**src/rtl/hazard_ctrl.sv**
```systemverilog
`default_nettype none
// ============================================================================
//  Module      : hazard_ctrl
//  Description : Pipeline write-enable/flush sequencing for the five-stage
//                MIPS core (memory freeze, branch flush, MDU occupancy, load-use).
//  Revision    : 1.0  initial release
// ============================================================================
module hazard_ctrl #(
    parameter int MDU_LATENCY = 4
) (
    input  logic        clk,
    input  logic        rst,
    input  logic [4:0]  ID_rs,
    input  logic [4:0]  ID_rt,
    input  logic        ID_uses_rt,
    input  logic        ID_EX_mem_read,
    input  logic [4:0]  ID_EX_rt,
    input  logic        mdu_start,
    input  logic        EX_MEM_PCSrc,
    input  logic        mem_busy,
    output logic        pc_write,
    output logic        IF_ID_write,
    output logic        ID_EX_write,
    output logic        EX_MEM_write,
    output logic        MEM_WB_write,
    output logic        IF_ID_flush,
    output logic        ID_EX_flush,
    output logic        EX_MEM_flush,
    output logic        mdu_busy,
    output logic [15:0] stall_cycles
);

    localparam logic       c_RUN      = 1'b0;
    localparam logic       c_MDU      = 1'b1;
    localparam logic [3:0] c_MDU_LOAD = 4'(MDU_LATENCY - 1);
    localparam logic       c_MDU_EN   = (MDU_LATENCY > 1);

    logic        r_state;
    logic [3:0]  r_mdu_cnt;
    logic [15:0] r_stall_cycles;

    logic        w_load_use;
    logic        w_mdu_enter;
    logic [3:0]  w_cnt_dec;

    assign w_load_use  = ID_EX_mem_read && (ID_EX_rt != 5'd0) &&
                         ((ID_EX_rt == ID_rs) || (ID_uses_rt && (ID_EX_rt == ID_rt)));
    assign w_mdu_enter = (r_state == c_RUN) && mdu_start && c_MDU_EN;
    assign w_cnt_dec   = r_mdu_cnt - 4'd1;

    always_comb begin
        pc_write     = 1'b1;
        IF_ID_write  = 1'b1;
        ID_EX_write  = 1'b1;
        EX_MEM_write = 1'b1;
        MEM_WB_write = 1'b1;
        IF_ID_flush  = 1'b0;
        ID_EX_flush  = 1'b0;
        EX_MEM_flush = 1'b0;
        if (rst) begin
            IF_ID_flush  = 1'b1;
            ID_EX_flush  = 1'b1;
            EX_MEM_flush = 1'b1;
        end else if (mem_busy) begin
            pc_write     = 1'b0;
            IF_ID_write  = 1'b0;
            ID_EX_write  = 1'b0;
            EX_MEM_write = 1'b0;
            MEM_WB_write = 1'b0;
        end else if (EX_MEM_PCSrc) begin
            IF_ID_flush  = 1'b1;
            ID_EX_flush  = 1'b1;
            EX_MEM_flush = 1'b1;
        end else if (r_state == c_MDU) begin
            pc_write     = 1'b0;
            IF_ID_write  = 1'b0;
            ID_EX_write  = 1'b0;
            EX_MEM_flush = 1'b1;
        end else if (w_load_use) begin
            pc_write     = 1'b0;
            IF_ID_write  = 1'b0;
            ID_EX_flush  = 1'b1;
        end else if (w_mdu_enter) begin
            pc_write     = 1'b0;
            IF_ID_write  = 1'b0;
            ID_EX_write  = 1'b0;
            EX_MEM_flush = 1'b1;
        end
    end

    assign mdu_busy     = !rst && (r_state == c_MDU);
    assign stall_cycles = r_stall_cycles;

    always_ff @(posedge clk) begin
        if (rst) begin
            r_state        <= c_RUN;
            r_mdu_cnt      <= 4'd0;
            r_stall_cycles <= 16'd0;
        end else begin
            if (!pc_write && (r_stall_cycles != 16'hFFFF))
                r_stall_cycles <= r_stall_cycles + 16'd1;
            if (!mem_busy) begin
                if (EX_MEM_PCSrc) begin
                    r_state   <= c_RUN;
                    r_mdu_cnt <= 4'd0;
                end else if (r_state == c_MDU) begin
                    // Leave one cycle early so the op's last EX cycle runs unstalled.
                    if (w_cnt_dec <= 4'd1) begin
                        r_state   <= c_RUN;
                        r_mdu_cnt <= 4'd0;
                    end else begin
                        r_mdu_cnt <= w_cnt_dec;
                    end
                end else if (!w_load_use && w_mdu_enter) begin
                    r_state   <= c_MDU;
                    r_mdu_cnt <= c_MDU_LOAD;
                end
            end
        end
    end

endmodule
`default_nettype wire

```
**config.mk**
```make
export PLATFORM = sky130hd
export DESIGN_NAME = hazard_ctrl
export DESIGN_NICKNAME = d
export VERILOG_FILES = /design/src/rtl/hazard_ctrl.sv
export SDC_FILE = /design/constraint.sdc
export NUM_CORES = 1
export LEC_CHECK = 0
export BUFFER_PORTS_ARGS = -buffer_cell sky130_fd_sc_hd__buf_2
export CAP_MARGIN = 20
export CORE_ASPECT_RATIO = 1.75
export CORE_UTILIZATION = 52
export CTS_CLUSTER_SIZE = 16
export DETAILED_ROUTE_END_ITERATION = 8
export GPL_TIMING_DRIVEN = 0
export PLACE_DENSITY = 0.83
export SKIP_CTS_REPAIR_TIMING = 1
export SLEW_MARGIN = 10
export SYNTH_ARGS = -nofsm -noshare
export SYNTH_HDL_FRONTEND = slang
export SYNTH_SLANG_ARGS = --single-unit
```
**constraint.sdc**
```tcl
create_clock -name clk -period 4.7 [get_ports clk]
set_clock_uncertainty 0.1 [all_clocks]
set_input_delay 0.94 -clock clk [delete_from_list [all_inputs] [get_ports clk]]
set_output_delay 0.94 -clock clk [all_outputs]
set_load 0.01 [all_outputs]
```
# After elaboration in Yosys (flattened, before gate mapping)
# Index checks and enable logic that the tools add are counted.
dict set report word_totals {
  word_cells 60
  output_inout_bits 25
  register_bits 21
  in_bits 22
}
dict set report op_classes {
  n_addsub 2
  bitwise_logic 2
  order_cmp 1
  n_eq_ne 3
  muxes 35
  n_reduce_logical 14
}
# operator count
set op_table {}
lappend op_table {{1-bit two-way mux} 31}
lappend op_table {{16-bit by 1-bit adder with 16-bit output, second input constant} 1}
lappend op_table {{4-bit two-way mux} 4}
lappend op_table {{16-bit inequality test, second input constant} 1}
lappend op_table {{5-bit == test} 2}
lappend op_table {{1-bit logical AND} 7}
lappend op_table {{5-bit nonzero test} 1}
lappend op_table {{4-bit by 1-bit <= comparator with 1-bit output, second input constant} 1}
lappend op_table {{4-bit by 1-bit subtractor with 4-bit output, second input constant} 1}
lappend op_table {{1-bit zero test} 3}
lappend op_table {{3-bit nonzero test} 1}
lappend op_table {{1-bit NOT} 2}
lappend op_table {{2-bit AND reduction} 1}
lappend op_table {{1-bit logical OR} 1}

# Logic depth before layout (Yosys ltp)
# Gate-level depths: netlist of the first run.
dict set report logic_depth {
  depth_word 11
  mapped_depth 9
  depth_no_buf 7
}

# Worst setup path after synthesis of the first run
# OpenSTA, ideal clock, no wires.
dict set report synth_path {
  kind {input to output}
  from {in ID_EX_rt[4]}
  to {out ID_EX_write}
  arrival_time_ns 2.178
  path_buffers 0
  cell_stages 5
  slack_ns 1.482
  required_ns 3.660
  path_cell_list {xor2_1 nor4_2 a32oi_1 or4_1 o311ai_0}
}
dict set report synth_between {
  elab_chain_len 9
  word_cells_on_any_way 12
  cone_classes {eq/ne (2); mux (5); reduce/logical (5)}
}
# item line
set synth_rtl {}
lappend synth_rtl {{from (decl)} 17} ;# input logic [4:0] ID_EX_rt,
lappend synth_rtl {{5-bit == test} 47} ;# ((ID_EX_rt == ID_rs) || (ID_uses_rt && (ID_EX_rt == ID_rt)));
lappend synth_rtl {{1-bit logical AND} 47}
lappend synth_rtl {{1-bit logical OR} 47}
lappend synth_rtl {{1-bit logical AND *} 46} ;# assign w_load_use = ID_EX_mem_read && (ID_EX_rt != 5'd0) &&
lappend synth_rtl {{1-bit two-way mux *} 79} ;# end else if (w_load_use) begin
lappend synth_rtl {{1-bit two-way mux *} 74} ;# end else if (r_state == c_MDU) begin
lappend synth_rtl {{1-bit two-way mux *} 70} ;# end else if (EX_MEM_PCSrc) begin
lappend synth_rtl {{1-bit two-way mux *} 64} ;# end else if (mem_busy) begin
lappend synth_rtl {{1-bit two-way mux *} 60} ;# if (rst) begin
lappend synth_rtl {{to (decl)} 23} ;# output logic ID_EX_write,
# Mark *: on every way between the ends. The rest lies on a longest branch, timed or not.

# Worst setup path after layout of the first run
dict set report layout_path {
  from {in ID_EX_rt[4]}
  to {out EX_MEM_flush}
}
dict set report layout_between {
  elab_chain_len 9
  word_cells_on_any_way 12
  cone_classes {eq/ne (2); mux (5); reduce/logical (5)}
}
# item line
set layout_rtl {}
lappend layout_rtl {{5-bit == test} 47}
lappend layout_rtl {{1-bit logical AND} 47}
lappend layout_rtl {{1-bit logical OR} 47}
lappend layout_rtl {{1-bit logical AND *} 46}
lappend layout_rtl {{1-bit two-way mux *} 79}
lappend layout_rtl {{1-bit two-way mux *} 74}
lappend layout_rtl {{1-bit two-way mux *} 70}
lappend layout_rtl {{1-bit two-way mux *} 64}
lappend layout_rtl {{1-bit two-way mux *} 60}
lappend layout_rtl {{to (decl)} 28} ;# output logic EX_MEM_flush,
# Marks and branches as above.

==> results of run 1 <==
flip-flops by register name, summed over array words and instances, names as in the netlist:
signal	flops
r_state	1
r_mdu_cnt	4
stall_cycles	16
worst paths after layout:
kind,startpoint,end,slack (ns)
setup reg to reg,stall_cycles[0],stall_cycles[1],2.28
setup / recovery,ID_EX_rt[4],EX_MEM_flush,1.15
hold / removal,stall_cycles[4],stall_cycles[4],0.40
hold reg to reg,stall_cycles[4],stall_cycles[4],0.40
power by group through the flow:
| stage | logic [W] | registers [W] | clock network, W |
|---|---|---|---|
| finish | 0.0000636 | 0.000184 | 0.000122 |
| global route | 0.0000703 | 0.000184 | 0.000126 |
| CTS | 0.0000634 | 0.000184 | 0.000123 |
| detailed placement | 0.0000631 | 0.000188 | 0 |
| global placement | 0.0000608 | 0.000188 | 0 |
| floorplan | 0.0000370 | 0.000188 | 0 |
synthesized netlist by cell type, types with 2 or more instances:
cell type,count,area share (%)
sky130_fd_sc_hd__a21oi_1,11,4.2
sky130_fd_sc_hd__nand2_1,12,3.5
sky130_fd_sc_hd__nand3_1,9,3.5
sky130_fd_sc_hd__buf_4,2,1.2
sky130_fd_sc_hd__ha_1,4,3.9
sky130_fd_sc_hd__dfxtp_1,21,32
sky130_fd_sc_hd__nor2_1,12,3.5
sky130_fd_sc_hd__inv_1,7,2.0
sky130_fd_sc_hd__nor2b_1,2,0.96
sky130_fd_sc_hd__nand2b_1,4,1.9
sky130_fd_sc_hd__nor3_1,4,1.5
sky130_fd_sc_hd__nand4_1,6,2.9
sky130_fd_sc_hd__o21ai_1,9,3.5
sky130_fd_sc_hd__clkbuf_1,3,0.87
sky130_fd_sc_hd__and3_1,2,0.96
sky130_fd_sc_hd__or3_1,2,0.96
sky130_fd_sc_hd__xnor2_1,3,2.0
sky130_fd_sc_hd__xor2_1,12,8.1
sky130_fd_sc_hd__or4_1,9,5.2
sky130_fd_sc_hd__o31ai_1,7,4.1
sky130_fd_sc_hd__mux2i_1,3,2.3
sky130_fd_sc_hd__nor4b_1,2,1.4
layout make-up:
type	instances	area share [%]
Multi-Input combinational cell	124	50.1
Sequential cell	21	26.2
Timing Repair Buffer	46	14.3
Buffer	7	2.65
Clock buffer	3	2.57
Tap cell	25	1.95
Inverter	8	1.87
Clock inverter	1	0.312
layer usage:
metal / up-vias / part of all wire (%)
li1: 678 / -
met1: 636 / 38
met2: 31 / 58
met3: 4 / 2.7
met4: 0 / 1.1
met5: - / 0
cells in the final DEF (no fill, tap or decap):
cell type	count
sky130_fd_sc_hd__buf_4	2
sky130_fd_sc_hd__a211o_1	1
sky130_fd_sc_hd__nand3_2	1
sky130_fd_sc_hd__clkbuf_8	3
sky130_fd_sc_hd__clkbuf_1	3
sky130_fd_sc_hd__ha_1	4
sky130_fd_sc_hd__buf_6	1
sky130_fd_sc_hd__dfxtp_1	21
sky130_fd_sc_hd__nand3_1	9
sky130_fd_sc_hd__o21ai_2	1
sky130_fd_sc_hd__clkinv_2	1
sky130_fd_sc_hd__or4_1	9
sky130_fd_sc_hd__nor2_1	12
sky130_fd_sc_hd__or3_1	2
sky130_fd_sc_hd__nor4b_1	2
sky130_fd_sc_hd__and3_1	2
sky130_fd_sc_hd__nor4_2	1
sky130_fd_sc_hd__nand4_1	6
sky130_fd_sc_hd__mux2i_1	3
sky130_fd_sc_hd__xor2_1	12
sky130_fd_sc_hd__inv_1	7
sky130_fd_sc_hd__o31ai_1	7
sky130_fd_sc_hd__nor3_1	4
sky130_fd_sc_hd__a21oi_1	11
sky130_fd_sc_hd__o311ai_0	1
sky130_fd_sc_hd__a21oi_4	1
sky130_fd_sc_hd__a32oi_1	1
sky130_fd_sc_hd__nand2_1	12
sky130_fd_sc_hd__inv_2	1
sky130_fd_sc_hd__and2_1	1
sky130_fd_sc_hd__o21ai_1	9
sky130_fd_sc_hd__xnor2_1	3
sky130_fd_sc_hd__buf_2	47
sky130_fd_sc_hd__nand2b_1	4
sky130_fd_sc_hd__o211ai_1	1
sky130_fd_sc_hd__nor2b_1	2
sky130_fd_sc_hd__o21ai_0	1
sky130_fd_sc_hd__o21a_1	1
worst max-delay path: stages:
cell                      delay (ns)
sky130_fd_sc_hd__buf_2          0.12
sky130_fd_sc_hd__xor2_1         0.17
sky130_fd_sc_hd__nor4_2         0.26
sky130_fd_sc_hd__a32oi_1        0.17
sky130_fd_sc_hd__o21a_1         0.20
sky130_fd_sc_hd__o21ai_1        0.36
sky130_fd_sc_hd__nand2_1        0.12
sky130_fd_sc_hd__buf_2          0.16
stage by stage:
step                      utilization, %  instance area (sq um)  power (W)  instances  hold slack [ns]
after global routing                68.9                   1610   0.000381        235            0.425
after floorplan                        -                   1300   0.000225        160            0.366
after global placement              66.9                   1560   0.000248        231            0.367
after detailed placement            66.9                   1560   0.000251        231            0.391
after CTS                           68.9                   1610   0.000370        235            0.404
final                               68.9                   1610   0.000369        235            0.398
kinds of logic after synthesis:
logic type	synth area share (%)
simple gates	28.4
compound gates	17.3
flops	32.4
xor+xnor	10.1
buf+inv	5.59
fa+ha+maj	3.86
mux	2.31
==> metrics.txt, run 1 <==
# TYPE chip_impl_metric gauge
chip_impl_info{name="status",value="complete, no violations"} 1
chip_impl_metric{name="syn-mean-instance-area",unit="sq um"} 8.11
chip_impl_metric{name="seq_power_share",unit="%"} 49.8
chip_impl_info{name="busiest_layer_in_global_routing",value="met2"} 1
chip_impl_metric{name="final_layout_size_suffix_gt1_share",unit="%"} 28.1
chip_impl_metric{name="timing.fmax",unit="MHz"} 282
chip_impl_metric{name="yosys_register_bits",unit=""} 21
chip_impl_metric{name="switchingPower",unit="W"} 0.000102
chip_impl_metric{name="path_clk_slew",unit="ns"} 0.08
chip_impl_info{name="grt_setup_unrepaired",value="false"} 1
chip_impl_metric{name="fill_cells",unit=""} 207
chip_impl_metric{name="multi_input_comb_area",unit="sq um"} 805
chip_impl_metric{name="number_of_vias_per_cell",unit=""} 5.74
chip_impl_info{name="end_kind",value="output port"} 1
chip_impl_metric{name="drt_drc_violations_left",unit=""} 0
chip_impl_metric{name="seqCellArea",unit="sq um"} 420
chip_impl_metric{name="grt_util_met2",unit="%"} 53.3
chip_impl_metric{name="detail_route.first_pass.iterations",unit=""} 4
chip_impl_metric{name="setup_viol_count_final",unit=""} 0
chip_impl_metric{name="cell_internal_pwr",unit="W"} 0.000267
chip_impl_metric{name="fin_crit_sh",unit="%"} 75.5
chip_impl_metric{name="critPathMaxFanout",unit=""} 7
chip_impl_info{name="hold_path.class",value="flip-flop to flip-flop"} 1
chip_impl_metric{name="power_density",unit="nW/um^2"} 230
chip_impl_metric{name="maxCapViolCount",unit=""} 0
chip_impl_info{name="critical_path.startpoint_type",value="primary input"} 1
chip_impl_metric{name="postSynthCellCount",unit=""} 160
chip_impl_metric{name="ys_types",unit=""} 36
chip_impl_metric{name="grt-ovfl-total",unit=""} 0
chip_impl_metric{name="die_area",unit="sq um"} 2710
chip_impl_metric{name="total_clock_sinks",unit=""} 21
chip_impl_metric{name="layout-area-overhead-vs-synth",unit="%"} 23.7
chip_impl_metric{name="numPortBuffers",unit=""} 46
chip_impl_info{name="tritoncts",value="yes"} 1
chip_impl_metric{name="worst_case_setup_margin_in_the_final_layout",unit="ns"} 1.15
chip_impl_metric{name="synth-async-reset-ratio",unit="%"} 0
chip_impl_metric{name="slew_violations",unit=""} 0
chip_impl_metric{name="cts-htree-levels",unit=""} 1
chip_impl_metric{name="max-slew-margin-rel",unit="%"} 69.0
chip_impl_metric{name="number_of_global_route_vias_before_repair",unit=""} 1246
chip_impl_metric{name="antenna_cells",unit=""} 0
chip_impl_metric{name="finish.net_count",unit=""} 237
chip_impl_metric{name="grt_pass1_wl",unit="mm"} 5.08
chip_impl_metric{name="floorplan.core_area",unit="sq um"} 2330
chip_impl_metric{name="p_clk_share",unit="%"} 33.0
chip_impl_metric{name="detailedRoute.firstIterationViolations",unit=""} 46
chip_impl_metric{name="critPathArrivalTime",unit="ns"} 2.51
chip_impl_metric{name="groute.layer.met3.usage",unit="%"} 2.60
chip_impl_metric{name="finalHoldViolations",unit=""} 0
chip_impl_metric{name="routed_via_count",unit=""} 1349
chip_impl_info{name="cts_root_buf",value="sky130_fd_sc_hd__clkbuf_8"} 1
chip_impl_metric{name="required",unit="ns"} 3.66
chip_impl_metric{name="detailed_place_hpwl",unit="mm"} 2.47
chip_impl_metric{name="whs_path_depth",unit=""} 1
chip_impl_metric{name="grtUsageTotal",unit="%"} 26.0
chip_impl_metric{name="initial_cell_density_of_the_core",unit="%"} 55.7
chip_impl_metric{name="min_period",unit="ns"} 3.55
chip_impl_metric{name="total_leakage_power",unit="nW"} 0.659
chip_impl_metric{name="syn-cell-area",unit="sq um"} 1300
chip_impl_metric{name="tightest_slew",unit="ns"} 0.466
chip_impl_metric{name="weighted_congestion_reported_at_the_end_of_routability_driven_placement",unit=""} 0.763
chip_impl_metric{name="ir_drop",unit="mV"} 0.213
chip_impl_metric{name="dp_worst_setup_slack",unit="ns"} 1.15
chip_impl_metric{name="r2r.worst_path.cells",unit=""} 9
chip_impl_metric{name="max-clock-path-buffers",unit=""} 2
chip_impl_metric{name="cts_buffers",unit=""} 3
chip_impl_metric{name="postRouteWirelength",unit="mm"} 3.19
chip_impl_metric{name="top_level_ports",unit=""} 47
chip_impl_info{name="ys_dominant_reg_cell",value="sky130_fd_sc_hd__dfxtp_1"} 1
chip_impl_metric{name="grt_antenna_before_repair",unit=""} 0
chip_impl_metric{name="floorplan.die.width",unit="um"} 39.8
chip_impl_metric{name="synth-edff-count",unit=""} 0
chip_impl_metric{name="fp-row-count",unit=""} 23
chip_impl_metric{name="fp.dieH",unit="um"} 68.1
chip_impl_metric{name="power.switching_fraction",unit="%"} 27.7
chip_impl_metric{name="postRouteAntennaNets",unit=""} 0
chip_impl_metric{name="finalSetupTns",unit="ns"} 0
chip_impl_metric{name="grt_start_max_net_pins",unit=""} 13
chip_impl_metric{name="synth.net_count",unit=""} 186
chip_impl_metric{name="share_comb_of_total_power",unit="%"} 17.2
chip_impl_metric{name="worst_skew_pair.late_latency",unit="ns"} 0.27
chip_impl_info{name="crit_type",value="primary input to output port"} 1
chip_impl_metric{name="met1_resource_use_gr",unit="%"} 23.6
chip_impl_metric{name="synth-warning-count",unit=""} 0
chip_impl_metric{name="post_drt_wl_per_cell",unit="um"} 13.6
chip_impl_metric{name="synth_sequential_area_ratio",unit="%"} 32.4
Power figures use the tool's default switching activity.
==> run 2, diff against run 1 <==
Settings changed: CORE_UTILIZATION 52 to 49, PLACE_DENSITY 0.83 to 0.79.
Clock period 4.7 ns to 3.3 ns, I/O delays scaled along.
==> run 2 against run 1 <==
Flip-flop and latch count is the same. Global-route usage shrank 2.1 points. Clock power rose by 42%. Worst hold slack worse by 0.0079 ns. Routed wire length down 0.16%. Count of clock-buffer cells in the layout unchanged. Sequential power up 42%. Combinational power increased by 45%.
==> metrics.txt, run 2 (synthesis gave the netlist of run 1 again) <==
# TYPE chip_impl_metric gauge
chip_impl_info{name="status",value="complete, no violations"} 1
chip_impl_info{name="critical_path.startpoint_type",value="primary input"} 1
chip_impl_metric{name="post-layout-total-power",unit="W"} 0.000526
chip_impl_metric{name="r2r.worst_path.cells",unit=""} 9
chip_impl_info{name="crit_type",value="primary input to output port"} 1
chip_impl_metric{name="fin_crit_sh",unit="%"} 92.9
chip_impl_metric{name="timing.fmax",unit="MHz"} 326
chip_impl_metric{name="ir_drop",unit="mV"} 0.297
chip_impl_metric{name="finish.net_count",unit=""} 237
chip_impl_metric{name="antenna_cells",unit=""} 0
chip_impl_metric{name="top_level_ports",unit=""} 47
chip_impl_metric{name="placed_cells_incl_taps",unit=""} 232
chip_impl_metric{name="critPathMaxFanout",unit=""} 7
chip_impl_metric{name="layout-area-overhead-vs-synth",unit="%"} 23.8
chip_impl_metric{name="grt-ovfl-total",unit=""} 0
chip_impl_metric{name="detailedRoute.firstIterationViolations",unit=""} 35
chip_impl_metric{name="worst_case_setup_margin_in_the_final_layout",unit="ns"} 0.235
chip_impl_metric{name="drt_drc_violations_left",unit=""} 0
chip_impl_metric{name="numPortBuffers",unit=""} 46
chip_impl_metric{name="initial_cell_density_of_the_core",unit="%"} 52.1
chip_impl_info{name="cts_root_buf",value="sky130_fd_sc_hd__clkbuf_8"} 1
chip_impl_info{name="grt_setup_unrepaired",value="false"} 1
chip_impl_metric{name="detailed_place_hpwl",unit="mm"} 2.50
chip_impl_metric{name="floorplan.die.width",unit="um"} 40.9
chip_impl_metric{name="multi_input_comb_area",unit="sq um"} 805
chip_impl_metric{name="finalHoldViolations",unit=""} 0
chip_impl_metric{name="grt_pass1_wl",unit="mm"} 5.01
chip_impl_metric{name="power_density",unit="nW/um^2"} 327
chip_impl_metric{name="post_drt_wl_per_cell",unit="um"} 13.5
chip_impl_metric{name="seqCellArea",unit="sq um"} 420
chip_impl_info{name="r2r_start",value="stall_cycles[0]"} 1
chip_impl_metric{name="final_layout_size_suffix_gt1_share",unit="%"} 28.1
chip_impl_metric{name="dp_worst_setup_slack",unit="ns"} 0.230
chip_impl_metric{name="fp-row-count",unit=""} 24
chip_impl_metric{name="cts-htree-levels",unit=""} 1
chip_impl_metric{name="required",unit="ns"} 2.54
chip_impl_metric{name="detail_route.first_pass.iterations",unit=""} 4
chip_impl_info{name="critical_path.reg2reg.endpoint",value="stall_cycles[1]"} 1
chip_impl_metric{name="path_clk_slew",unit="ns"} 0.08
chip_impl_info{name="layout_common_cells",value="47 x sky130_fd_sc_hd__buf_2, 21 x sky130_fd_sc_hd__dfxtp_1, 12 x sky130_fd_sc_hd__xor2_1, 12 x sky130_fd_sc_hd__nor2_1, 12 x sky130_fd_sc_hd__nand2_1"} 1
chip_impl_metric{name="cts_buffers",unit=""} 3
chip_impl_info{name="end_kind",value="output port"} 1
chip_impl_metric{name="maxCapViolCount",unit=""} 0
chip_impl_metric{name="total_clock_sinks",unit=""} 21
chip_impl_metric{name="postRouteAntennaNets",unit=""} 0
chip_impl_metric{name="number_of_vias_per_cell",unit=""} 5.83
chip_impl_info{name="hold_path.class",value="flip-flop to flip-flop"} 1
chip_impl_metric{name="fin_area",unit="sq um"} 1610
chip_impl_metric{name="floorplan.core_area",unit="sq um"} 2490
chip_impl_info{name="cp-startpoint",value="ID_EX_rt[4]"} 1
chip_impl_metric{name="max-slew-margin-rel",unit="%"} 67.8
chip_impl_metric{name="fill_cells",unit=""} 224
chip_impl_metric{name="postRouteWirelength",unit="mm"} 3.19
chip_impl_metric{name="grtUsageTotal",unit="%"} 23.9
chip_impl_metric{name="critPathArrivalTime",unit="ns"} 2.31
chip_impl_metric{name="largest_register_ffs",unit=""} 16
chip_impl_metric{name="worst-r2r-setup-slack",unit="ns"} 0.87
chip_impl_metric{name="routed_via_count",unit=""} 1377
chip_impl_metric{name="max-clock-path-buffers",unit=""} 2
chip_impl_metric{name="worst_skew_pair.late_latency",unit="ns"} 0.27
chip_impl_metric{name="die_area",unit="sq um"} 2870
chip_impl_metric{name="grt_start_max_net_pins",unit=""} 13
chip_impl_metric{name="grt_antenna_before_repair",unit=""} 0
chip_impl_metric{name="total_leakage_power",unit="nW"} 0.659
chip_impl_metric{name="weighted_congestion_reported_at_the_end_of_routability_driven_placement",unit=""} 0.821
chip_impl_info{name="tritoncts",value="yes"} 1
chip_impl_info{name="timing_endpoint_of_the_critical_path",value="EX_MEM_flush"} 1
chip_impl_metric{name="number_of_global_route_vias_before_repair",unit=""} 1266
chip_impl_metric{name="min_period",unit="ns"} 3.07
chip_impl_metric{name="finalSetupTns",unit="ns"} 0
chip_impl_metric{name="tightest_slew",unit="ns"} 0.480
chip_impl_metric{name="fp.dieH",unit="um"} 70.1
chip_impl_metric{name="setup_viol_count_final",unit=""} 0
chip_impl_info{name="most_frequent_standard_cell_in_the_layout_excluding_fill_and_tap_cells",value="sky130_fd_sc_hd__buf_2"} 1
chip_impl_metric{name="final_cells",unit=""} 236
chip_impl_metric{name="slew_violations",unit=""} 0
chip_impl_metric{name="place_area",unit="sq um"} 1560
[run 2: cell counts in the layout (fill, tap and decap cells not counted)]
Identical to the previous run, type by type.
[run 2: final cells by class]
cell class | count | share of cell area (%)
Buffer | 7 | 2.65
Clock buffer | 3 | 2.57
Clock inverter | 1 | 0.312
Inverter | 8 | 1.87
Multi-Input combinational cell | 124 | 50.1
Sequential cell | 21 | 26.2
Tap cell | 26 | 2.02
Timing Repair Buffer | 46 | 14.3
[run 2: through the flow]
| step | util, % | hold WS, ns |
|---|---|---|
| after floorplan | - | 0.366 |
| after global placement | 62.6 | 0.369 |
| after detailed placement | 62.6 | 0.380 |
| after CTS | 64.5 | 0.392 |
| after global routing | 64.5 | 0.415 |
| final | 64.5 | 0.390 |
[run 2: worst min path at each step]
stage                          startpoint               to  cells after the start
after floorplan              r_mdu_cnt[1]     r_mdu_cnt[1]                      2
after global placement    stall_cycles[4]  stall_cycles[4]                      1
final                     stall_cycles[4]  stall_cycles[4]                      1
after CTS                 stall_cycles[4]  stall_cycles[4]                      1
after global routing      stall_cycles[4]  stall_cycles[4]                      1
after detailed placement  stall_cycles[4]  stall_cycles[4]                      1
[run 2: worst max-delay path: stages]
cell	delay, ns
sky130_fd_sc_hd__buf_2	0.12
sky130_fd_sc_hd__xor2_1	0.17
sky130_fd_sc_hd__nor4_2	0.28
sky130_fd_sc_hd__a32oi_1	0.19
sky130_fd_sc_hd__o21a_1	0.20
sky130_fd_sc_hd__o21ai_1	0.39
sky130_fd_sc_hd__nand2_1	0.12
sky130_fd_sc_hd__buf_2	0.16
[run 2: layer usage]
layer / up-vias / track usage, % / share of wire (%)
met2: 50 / 42.4 / 55
met1: 637 / 24.5 / 39
li1: 681 / - / -
met5: - / 0 / 0
met3: 9 / 1.90 / 4.0
met4: 0 / 12.6 / 2.9
[run 2: report_power, final]
group,total (W),internal (W),switching (W)
registers,0.000261,0.000257,0.00000416
clock network,0.000173,0.0000844,0.0000882
logic,0.0000921,0.0000390,0.0000531
total,0.000526,0.000381,0.000145
==> run 3, diff against run 2 <==
Settings changed: CTS_BUF_LIST set to sky130_fd_sc_hd__clkbuf_16.
==> run 3 against run 2 <==
Cell area is 2.1% higher. Critical path depth is the same. Routed wire length rose by 3.2%. Sequential power is essentially flat. Sequential share of layout area down 0.54 points. Global-route usage rose by 0.83 points. Register-to-register slack got worse by 0.02 ns. Largest power group unchanged.
==> metrics.txt, run 3 (synthesis gave the netlist of run 1 again) <==
# TYPE chip_impl_metric gauge
chip_impl_info{name="status",value="complete, no violations"} 1
chip_impl_metric{name="die_area",unit="sq um"} 2870
chip_impl_metric{name="fp-row-count",unit=""} 24
chip_impl_metric{name="antenna_cells",unit=""} 0
chip_impl_metric{name="numPortBuffers",unit=""} 46
chip_impl_metric{name="setup_viol_count_final",unit=""} 0
chip_impl_metric{name="required",unit="ns"} 2.54
chip_impl_info{name="grt_setup_unrepaired",value="false"} 1
chip_impl_metric{name="power_density",unit="nW/um^2"} 376
chip_impl_metric{name="max-slew-margin-rel",unit="%"} 68.1
chip_impl_metric{name="dp_worst_setup_slack",unit="ns"} 0.230
chip_impl_info{name="tritoncts",value="yes"} 1
chip_impl_metric{name="detailed_place_hpwl",unit="mm"} 2.50
chip_impl_metric{name="largest_register_ffs",unit=""} 16
chip_impl_metric{name="final_cells",unit=""} 236
chip_impl_metric{name="final_layout_size_suffix_gt1_share",unit="%"} 28.1
chip_impl_metric{name="finalHoldViolations",unit=""} 0
chip_impl_metric{name="routed_via_count",unit=""} 1402
chip_impl_metric{name="floorplan.die.width",unit="um"} 40.9
chip_impl_info{name="critical_path.startpoint_type",value="primary input"} 1
chip_impl_metric{name="slew_violations",unit=""} 0
chip_impl_metric{name="drt_drc_violations_left",unit=""} 0
chip_impl_info{name="layout_common_cells",value="47 x sky130_fd_sc_hd__buf_2, 21 x sky130_fd_sc_hd__dfxtp_1, 12 x sky130_fd_sc_hd__xor2_1, 12 x sky130_fd_sc_hd__nor2_1, 12 x sky130_fd_sc_hd__nand2_1"} 1
chip_impl_metric{name="number_of_vias_per_cell",unit=""} 5.94
chip_impl_metric{name="total_clock_sinks",unit=""} 21
chip_impl_metric{name="grt_pass1_wl",unit="mm"} 5.13
chip_impl_metric{name="fin_crit_sh",unit="%"} 92.8
chip_impl_metric{name="worst_case_setup_margin_in_the_final_layout",unit="ns"} 0.237
chip_impl_info{name="hold_path.class",value="flip-flop to flip-flop"} 1
chip_impl_metric{name="multi_input_comb_area",unit="sq um"} 805
chip_impl_metric{name="critPathMaxFanout",unit=""} 7
chip_impl_info{name="worstHoldEndpoint",value="stall_cycles[4]"} 1
chip_impl_info{name="end_kind",value="output port"} 1
chip_impl_metric{name="path_clk_slew",unit="ns"} 0.06
chip_impl_metric{name="weighted_congestion_reported_at_the_end_of_routability_driven_placement",unit=""} 0.821
chip_impl_info{name="cts_root_buf",value="sky130_fd_sc_hd__clkbuf_16"} 1
chip_impl_metric{name="floorplan.core_area",unit="sq um"} 2490
chip_impl_metric{name="timing.fmax",unit="MHz"} 327
chip_impl_metric{name="placed_cells_incl_taps",unit=""} 232
chip_impl_metric{name="finalSetupTns",unit="ns"} 0
chip_impl_metric{name="critPathArrivalTime",unit="ns"} 2.30
chip_impl_metric{name="number_of_global_route_vias_before_repair",unit=""} 1292
chip_impl_metric{name="finish.net_count",unit=""} 237
chip_impl_metric{name="detail_route.first_pass.iterations",unit=""} 4
chip_impl_metric{name="cts-htree-levels",unit=""} 1
chip_impl_metric{name="layout-area-overhead-vs-synth",unit="%"} 26.4
chip_impl_metric{name="top_level_ports",unit=""} 47
chip_impl_metric{name="grt_start_max_net_pins",unit=""} 13
chip_impl_metric{name="worst-r2r-setup-slack",unit="ns"} 0.85
chip_impl_metric{name="fill_cells",unit=""} 219
chip_impl_metric{name="fp.dieH",unit="um"} 70.1
chip_impl_metric{name="grt-ovfl-total",unit=""} 0
chip_impl_info{name="r2r_start",value="stall_cycles[2]"} 1
chip_impl_metric{name="max-clock-path-buffers",unit=""} 2
chip_impl_metric{name="detailedRoute.firstIterationViolations",unit=""} 37
chip_impl_metric{name="cts_buffers",unit=""} 3
chip_impl_metric{name="total_leakage_power",unit="nW"} 0.674
chip_impl_info{name="most_frequent_standard_cell_in_the_layout_excluding_fill_and_tap_cells",value="sky130_fd_sc_hd__buf_2"} 1
chip_impl_metric{name="postRouteAntennaNets",unit=""} 0
chip_impl_metric{name="whs_path_depth",unit=""} 1
chip_impl_metric{name="ir_drop",unit="mV"} 0.265
chip_impl_metric{name="postRouteWirelength",unit="mm"} 3.29
chip_impl_metric{name="post_drt_wl_per_cell",unit="um"} 13.9
chip_impl_info{name="timing.hold.worst.start",value="stall_cycles[4]"} 1
chip_impl_metric{name="seqCellArea",unit="sq um"} 420
chip_impl_metric{name="tightest_slew",unit="ns"} 0.476
chip_impl_info{name="critical_path.reg2reg.endpoint",value="stall_cycles[1]"} 1
chip_impl_metric{name="min_period",unit="ns"} 3.06
chip_impl_metric{name="maxCapViolCount",unit=""} 0
chip_impl_metric{name="grt_antenna_before_repair",unit=""} 0
chip_impl_metric{name="worst_skew_pair.late_latency",unit="ns"} 0.26
chip_impl_metric{name="initial_cell_density_of_the_core",unit="%"} 52.1
chip_impl_metric{name="r2r.worst_path.cells",unit=""} 9
chip_impl_info{name="crit_type",value="primary input to output port"} 1
chip_impl_metric{name="grtUsageTotal",unit="%"} 24.7
## run 3: cell counts in the layout (fill, tap and decap cells not counted)
Identical to the previous run, type by type.
## run 3: how the worst max path moves through the flow
stage / slack (ns) / endpoint / from
after CTS: 0.23 / EX_MEM_flush / ID_EX_rt[4]
after floorplan: 0.64 / ID_EX_write / ID_EX_rt[4]
after global placement: 0.27 / EX_MEM_flush / ID_EX_rt[4]
final: 0.24 / EX_MEM_flush / ID_EX_rt[4]
after global routing: 0.09 / EX_MEM_flush / ID_EX_rt[4]
after detailed placement: 0.23 / EX_MEM_flush / ID_EX_rt[4]
## run 3: through the flow
step	hold slack, ns	area (sq um)	util, %	total power [W]
2_1_floorplan	0.366	1300	-	0.000320
3_3_place_gp	0.369	1560	62.6	0.000354
3_5_place_dp	0.380	1560	62.6	0.000359
4_1_cts	0.389	1640	65.8	0.000616
5_1_grt	0.411	1640	65.8	0.000635
6_report	0.387	1640	65.8	0.000616
## run 3: layer usage
layer	GRT usage, %	vias up	wire length (um)
met5	0	-	0
met4	12.6	0	82
met3	2.86	9	145
met2	43.9	57	1800
met1	24.9	655	1260
li1	-	681	-
## run 3: area by class of cell
class                      instances  share of cell area [%]
timing repair buffer              46                    14.0
buffer                             7                    2.59
clock buffer                       3                    4.58
clock inverter                     1                   0.305
sequential                        21                    25.6
inverter                           8                    1.83
tap                               26                    1.98
multi-input combinational        124                    49.0
## run 3: critical path, cell delays in order
cell                      delay (ns)
sky130_fd_sc_hd__buf_2          0.12
sky130_fd_sc_hd__xor2_1         0.17
sky130_fd_sc_hd__nor4_2         0.28
sky130_fd_sc_hd__a32oi_1        0.19
sky130_fd_sc_hd__o21a_1         0.20
sky130_fd_sc_hd__o21ai_1        0.39
sky130_fd_sc_hd__nand2_1        0.12
sky130_fd_sc_hd__buf_2          0.16
## run 3: report_power, final
| group | leakage [nW] | switching [W] | internal [W] | total (W) |
|---|---|---|---|---|
| combinational | 0.464 | 0.0000537 | 0.0000390 | 0.0000928 |
| sequential | 0.170 | 0.00000426 | 0.000258 | 0.000262 |
| clock | 0.0409 | 0.0000985 | 0.000163 | 0.000262 |
